--- config.mk ---
export PLATFORM = sky130hd
export DESIGN_NAME = mux_rr_arbiter
export DESIGN_NICKNAME = d
export VERILOG_FILES = /design/src/rtl/mux_rr_arbiter.sv
export SDC_FILE = /design/constraint.sdc
export NUM_CORES = 1
export LEC_CHECK = 0
export ABC_CLOCK_PERIOD_IN_PS = 2100
export BUFFER_PORTS_ARGS = -buffer_cell sky130_fd_sc_hd__buf_2
export CAP_MARGIN = 20
export CORE_MARGIN = 4
export CORE_UTILIZATION = 30
export CTS_CLUSTER_SIZE = 30
export DETAILED_ROUTE_END_ITERATION = 8
export PLACE_DENSITY = 0.46
export SYNTH_ARGS = -nofsm -noshare
export SYNTH_HDL_FRONTEND = slang
export SYNTH_SLANG_ARGS = --single-unit
--- constraint.sdc ---
create_clock -name clk -period 2.1 [get_ports clk]
set_clock_uncertainty 0.05 [all_clocks]
set_input_delay 0.315 -clock clk [delete_from_list [all_inputs] [get_ports clk]]
set_output_delay 0.315 -clock clk [all_outputs]
set_load 0.01 [all_outputs]
--- src/rtl/mux_rr_arbiter.sv ---
// rtl/mux_rr_arbiter.sv - round-robin arbiter with hold limit driving a registered 4:1 data mux
// Grants one of four requesters at a time, bounds each grant to MAX_HOLD cycles.
module mux_rr_arbiter #(
   parameter int DATA_W   = 1,
   parameter int MAX_HOLD = 8
) (
   input  logic              clk,
   input  logic              rst,
   input  logic [3:0]        req,
   input  logic [DATA_W-1:0] in_a,
   input  logic [DATA_W-1:0] in_b,
   input  logic [DATA_W-1:0] in_c,
   input  logic [DATA_W-1:0] in_d,
   output logic [3:0]        gnt,
   output logic [1:0]        s,
   output logic [DATA_W-1:0] out_a,
   output logic              valid
);

   localparam int HOLD_W = (MAX_HOLD > 1) ? $clog2(MAX_HOLD) : 1;
   localparam logic [HOLD_W-1:0] HOLD_LAST = HOLD_W'(MAX_HOLD - 1);

   typedef enum logic {IDLE, GRANT} state_t;

   state_t            state;
   state_t            state_nxt;
   logic [1:0]        last;
   logic [1:0]        last_nxt;
   logic [1:0]        s_nxt;
   logic [3:0]        gnt_nxt;
   logic [HOLD_W-1:0] hold_cnt;
   logic [HOLD_W-1:0] hold_nxt;
   logic [1:0]        win;
   logic [1:0]        idx;
   logic              win_found;
   logic              keep;
   logic [DATA_W-1:0] sel_data;

   // Rotating search starting after the last winner; the last winner itself is tried last.
   always_comb begin
      win       = 2'd0;
      win_found = 1'b0;
      idx       = 2'd0;
      for (int i = 1; i <= 4; i++) begin
         idx = last + 2'(i);
         if (!win_found && req[idx]) begin
            win_found = 1'b1;
            win       = idx;
         end
      end
   end

   assign keep = (state == GRANT) && req[s] && (hold_cnt != HOLD_LAST);

   always_ff @(posedge clk or posedge rst) begin
      if (rst) begin
         state <= IDLE;
      end else begin
         state <= state_nxt;
      end
   end

   always_comb begin
      state_nxt = state;
      case (state)
         IDLE:    if (win_found) state_nxt = GRANT;
         GRANT:   if (!keep && !win_found) state_nxt = IDLE;
         default: state_nxt = IDLE;
      endcase
   end

   always_comb begin
      gnt_nxt  = gnt;
      s_nxt    = s;
      last_nxt = last;
      hold_nxt = hold_cnt;
      if (keep) begin
         hold_nxt = hold_cnt + HOLD_W'(1);
      end else if (win_found) begin
         gnt_nxt  = 4'b0001 << win;
         s_nxt    = win;
         last_nxt = win;
         hold_nxt = '0;
      end else begin
         gnt_nxt  = 4'b0000;
      end
   end

   always_ff @(posedge clk or posedge rst) begin
      if (rst) begin
         gnt      <= 4'b0000;
         s        <= 2'd0;
         last     <= 2'd3;
         hold_cnt <= '0;
      end else begin
         gnt      <= gnt_nxt;
         s        <= s_nxt;
         last     <= last_nxt;
         hold_cnt <= hold_nxt;
      end
   end

   always_comb begin
      case (s)
         2'd0:    sel_data = in_a;
         2'd1:    sel_data = in_b;
         2'd2:    sel_data = in_c;
         default: sel_data = in_d;
      endcase
   end

   // Data lags the grant by one cycle and holds while nothing is granted.
   always_ff @(posedge clk or posedge rst) begin
      if (rst) begin
         out_a <= '0;
         valid <= 1'b0;
      end else begin
         valid <= (state == GRANT);
         if (state == GRANT) begin
            out_a <= sel_data;
         end
      end
   end

endmodule

Word-level counts from Yosys, hierarchy flattened
Cells that the tools add are included.
{ "word_totals": {"regBits": 14, "latch_bits": 0, "inputBits": 10, "rom_bits": 0, "output_inout_bits": 8, "wordCells": 61, "mem_bits_rw": 0, "n_memories": 0} }
{ "classes": {"eq_ne": 3, "shift": 1, "n_reduce_logical": 14, "mul": 0, "n_lt_le_gt_ge": 5, "n_addsub": 4, "n_mux": 25, "bitwise": 2, "div": 0} }
{ "ops": {"columns": ["operator", "n"], "rows": [
  ["$lt 2x3->1 const B", 5],
  ["$mux 1", 11],
  ["$bmux 1 s2", 5],
  ["$mux 2", 4],
  ["$logic_and 1x1->1", 6],
  ["$mux 3", 2],
  ["$logic_not 1->1", 5],
  ["$add 2x2->2 const B", 2],
  ["$mux 4", 1],
  ["$shl 1x2->4 const A", 1],
  ["$add 3x1->3 const B", 1],
  ["$ne 3x3->1 const B", 1],
  ["$pmux 1 s3", 1],
  ["$add 2x1->2 const B", 1],
  ["$eq 2x1->1 const B", 1],
  ["$eq 2x2->1 const B", 1],
  ["$logic_not 2->1", 1],
  ["$not 1->1", 2],
  ["$pmux 1 s2", 1],
  ["$reduce_and 2->1", 1],
  ["$reduce_bool 2->1", 1]
]} }

Depth between registers and ports, before layout
{ "depth": {"ltp_word": 17, "ltp_mapped": 6} }

Least setup slack after synthesis
No wires, ideal clock.
{ "synth_timing": {"path_type": "flip-flop to flip-flop", "from": "register s[1]", "to": "register s[0]", "path_buffers": 0, "stages_incl_launch_ff": 5, "required_ns": 1.925, "path_slack_ns": 0.284, "t_arrival_ns": 1.641, "path_cell_list": "dfrtp_1 mux4_2 and3b_4 nor2_2 mux2_2"} }
{ "synth_between": {"elab_chain_len": 6} }
{ "synth_lines": {"columns": ["item", "line_no", "rtl"], "rows": [
  ["from (decl)", "15", "output logic [1:0] s,"],
  ["from (signal assigned)", "97", "s <= s_nxt;"],
  ["$bmux 1 s2", "53", "assign keep = (state == GRANT) && req[s] && (hold_cnt != HOLD_LAST);"],
  ["$mux 1 (not written as such)", "53", null],
  ["$logic_and 1x1->1 (2 in series)", "53", null],
  ["$not 1->1 (no line)", null, null],
  ["$reduce_and 2->1 (no line)", null, null]
]} }
No other way between the ends. The select of a mux whose other input is x is not followed.
A chain may end at the register's enable or synchronous reset.

Worst setup path in the final report
Same ends and word-level chain as after synthesis.

==> flow_summary.json <==
{
  "run_status": "complete, no violations",
  "top_family_by_delay_on_critical_path": "multiplexers",
  "final_util_pct": 38.63,
  "fp-row-count": 17,
  "antenna_found_initial": 0,
  "worstSetupStartpointType": "flop",
  "antenna_violating_nets_post_route": 0,
  "final_hpwl_from_detailed_placement_um": 1015,
  "die_height_um": 56.37,
  "pre_cts_ws_ps": 184.2,
  "report.final.slew_viol_count": 0,
  "starting_drc_count_in_detailed_routing": 10,
  "synth_seq_area_share_pct": 50.27,
  "layout_setup_ws_ps": 197.6,
  "final_net_count": 88,
  "globalplace.congestion": 0.6701,
  "final.fill_count": 234,
  "least_margin_pin_slew_ps": 524.3,
  "ios": 18,
  "register_area_sq_um": 352.8,
  "slowest_cell_on_the_critical_path": "sky130_fd_sc_hd__mux4_2",
  "critPathRequiredTime_ps": 2210,
  "synth_seq_cells": 14,
  "clock-root-buffer": "sky130_fd_sc_hd__clkbuf_4",
  "tritoncts_num_sinks": 14,
  "grt_first_pass_wirelength_um": 2235,
  "route.met3.wl_um": 77,
  "num_antenna_cells": 0,
  "min-delay-path-class": "input pin to async pin",
  "netlist_instances": 54,
  "most_used_cells_in_the_layout_excluding_fill_and_tap_cells": "17 x sky130_fd_sc_hd__buf_2, 12 x sky130_fd_sc_hd__dfrtp_1, 6 x sky130_fd_sc_hd__mux2_2",
  "tritoncts": "done",
  "number_of_global_route_vias_before_repair": 495,
  "yosysWarningCount": 0,
  "final_worst_path_cycle_share_pct": 90.59,
  "layout-area-overhead-vs-synth_pct": 21.75,
  "hold_viol": 0,
  "final_layout_size_suffix_gt1_share_pct": 50.67,
  "fin_tns_setup_ps": 0,
  "drt-total-wl_um": 1251,
  "clock.fmax_ghz": 0.5256,
  "maximum_capacitance_violations": 0,
  "fin_area_sq_um": 854.6,
  "ctsLongestPathBuffers": 2,
  "fin_crit_ps": 1902,
  "worst_ir_drop_vdd_uv": 690.0,
  "cts_buffers": 3,
  "mappedNetlistArea_sq_um": 701.9,
  "grtUsageTotal_pct": 8.952,
  "design.die.area_sq_mm": 0.003178,
  "critical-path-max-stage-delay_ps": 510,
  "cts_resized": 0,
  "die_width_um": 56.37,
  "type_of_destination_of_the_critical_path": "flop",
  "critical_path.n_buffers_inverters": 0,
  "clock_input_transition_at_the_sequential_cells_of_the_worst_setup_and_hold_paths_ps": 80,
  "maxUsedRoutingLayer": "met3",
  "detailroute.via_count": 505,
  "overflow": 0,
  "crit_chain": "mux4_2 > and3b_4 > nor2_2 > mux2_2",
  "numPortBuffers": 17,
  "met1_routed_length_um": 630,
  "drt-vias-per-instance": 4.903,
  "postCtsSetupRepairBufs": 0,
  "syn_area_per_cell_sq_um": 13.00,
  "setup-violations-final": 0,
  "detail_route.drc_violations": 0,
  "initial_utilization_pct": 31.73,
  "htreeDepth": 1,
  "insertion_delay_ps": 270,
  "rsz_0062_raised_after_global_routing": "false",
  "core_sq_mm": 0.002212,
  "worst-endpoint-arrival_ps": 2010,
  "synth_nets": 66,
  "mostFrequentLayoutCell": "sky130_fd_sc_hd__buf_2",
  "routed-wl-met2_um": 542,
  "power.density_mw_per_mm2": 1323,
  "yosys.cell_types.count": 25,
  "max-slew-margin-rel_pct": 65.01,
  "multiInputGateArea_sq_um": 330.3,
  "critical_path_class": "flop to flop",
  "ctsHoldBuffers": 0,
  "leakage_nw": 0.3896,
  "drt-pass1-iter-count": 2,
  "routedWlPerCell_um": 12.15,
  "pin_count_of_the_biggest_net_entering_global_routing": 15,
  "crit_fanout": 12,
  "postPlaceCellArea_sq_um": 818.3
}
state kept, by name, indices dropped and copies added (netlist names):
name      flops
state         1
s             2
last          2
hold_cnt      3
gnt           4
valid         1
out_a         1
synth_stat cells (all sizes together):
cell | count | area (sq um)
a21o | 1 | 7.510
a22o | 2 | 17.52
and3 | 1 | 6.260
and3b | 1 | 12.51
buf | 1 | 11.26
dfrtp | 12 | 300.3
dfstp | 2 | 52.55
ha | 2 | 25.02
inv | 2 | 7.510
mux2 | 6 | 67.56
mux4 | 2 | 45.04
nand2 | 4 | 15.01
nand2b | 2 | 12.51
nand3 | 1 | 5.000
nor2 | 2 | 10.01
nor2b | 2 | 12.51
nor4 | 1 | 12.51
o21ai | 3 | 15.01
o221a | 1 | 11.26
o221ai | 1 | 8.760
o31ai | 2 | 15.01
o41ai | 2 | 25.03
or2 | 1 | 6.260
power breakdown:
part | switching [mW] | leakage, nW | total (mW) | internal, mW
Clock | 0.0789 | 0.0210 | 0.184 | 0.105
Combinational | 0.219 | 0.203 | 0.480 | 0.261
Sequential | 0.0787 | 0.166 | 0.467 | 0.388
per-stage QoR:
stage | power, mW | instances | hold slack [ps]
3_5_place_dp | 0.9582 | 99 | 332.2
5_1_grt | 1.214 | 103 | 54.29
3_3_place_gp | 0.9572 | 99 | 332.4
2_1_floorplan | 0.8398 | 54 | 152.8
6_report | 1.131 | 103 | 16.97
4_1_cts | 1.151 | 103 | 26.31
routing by layer:
layer | up-vias | track usage, %
li1 | 247 | -
met1 | 243 | 12.50
met5 | - | 0
met4 | 0 | 1.017
met2 | 15 | 13.02
met3 | 0 | 4.138
worst paths after layout:
path | end | start | cells after the start | slack, ps
worst max-delay path | s[0] | s[1] | 4 | 200
worst min-delay path | out_a | rst | 2 | 20
worst max register to register | s[0] | s[1] | 4 | 200
worst min register to register | valid | state | 0 | 380
max in group asynchronous | last[1] | rst | 2 | 1620
min in group clk | valid | state | 0 | 380
final cells by class:
cell class / count / share of cell area, %
flip-flops and latches: 14 / 41.29
well taps: 28 / 4.100
repair buffers: 18 / 10.83
clock buffers: 4 / 4.246
inverters: 2 / 0.8785
multi-input cells: 37 / 38.65
kinds of logic (layout without fill, tap and decap cells):
logic type	after synthesis	count (layout)	synth area share (%)
AND/OR/NAND/NOR	15	15	13.19
AO/OA/AOI/OAI	12	12	14.26
buffers and inverters	3	24	2.674
multiplexers	8	8	16.04
adder cells (fa/ha/maj)	2	2	3.564
flip-flops	14	14	50.27
worst register-to-register path, delay by kind of cell (launching register included):
family	cells	cell delay, ps
multiplexers	2	870
AND/OR/NAND/NOR	2	460
flip-flops	1	420
Power figures use the tool's default switching activity.
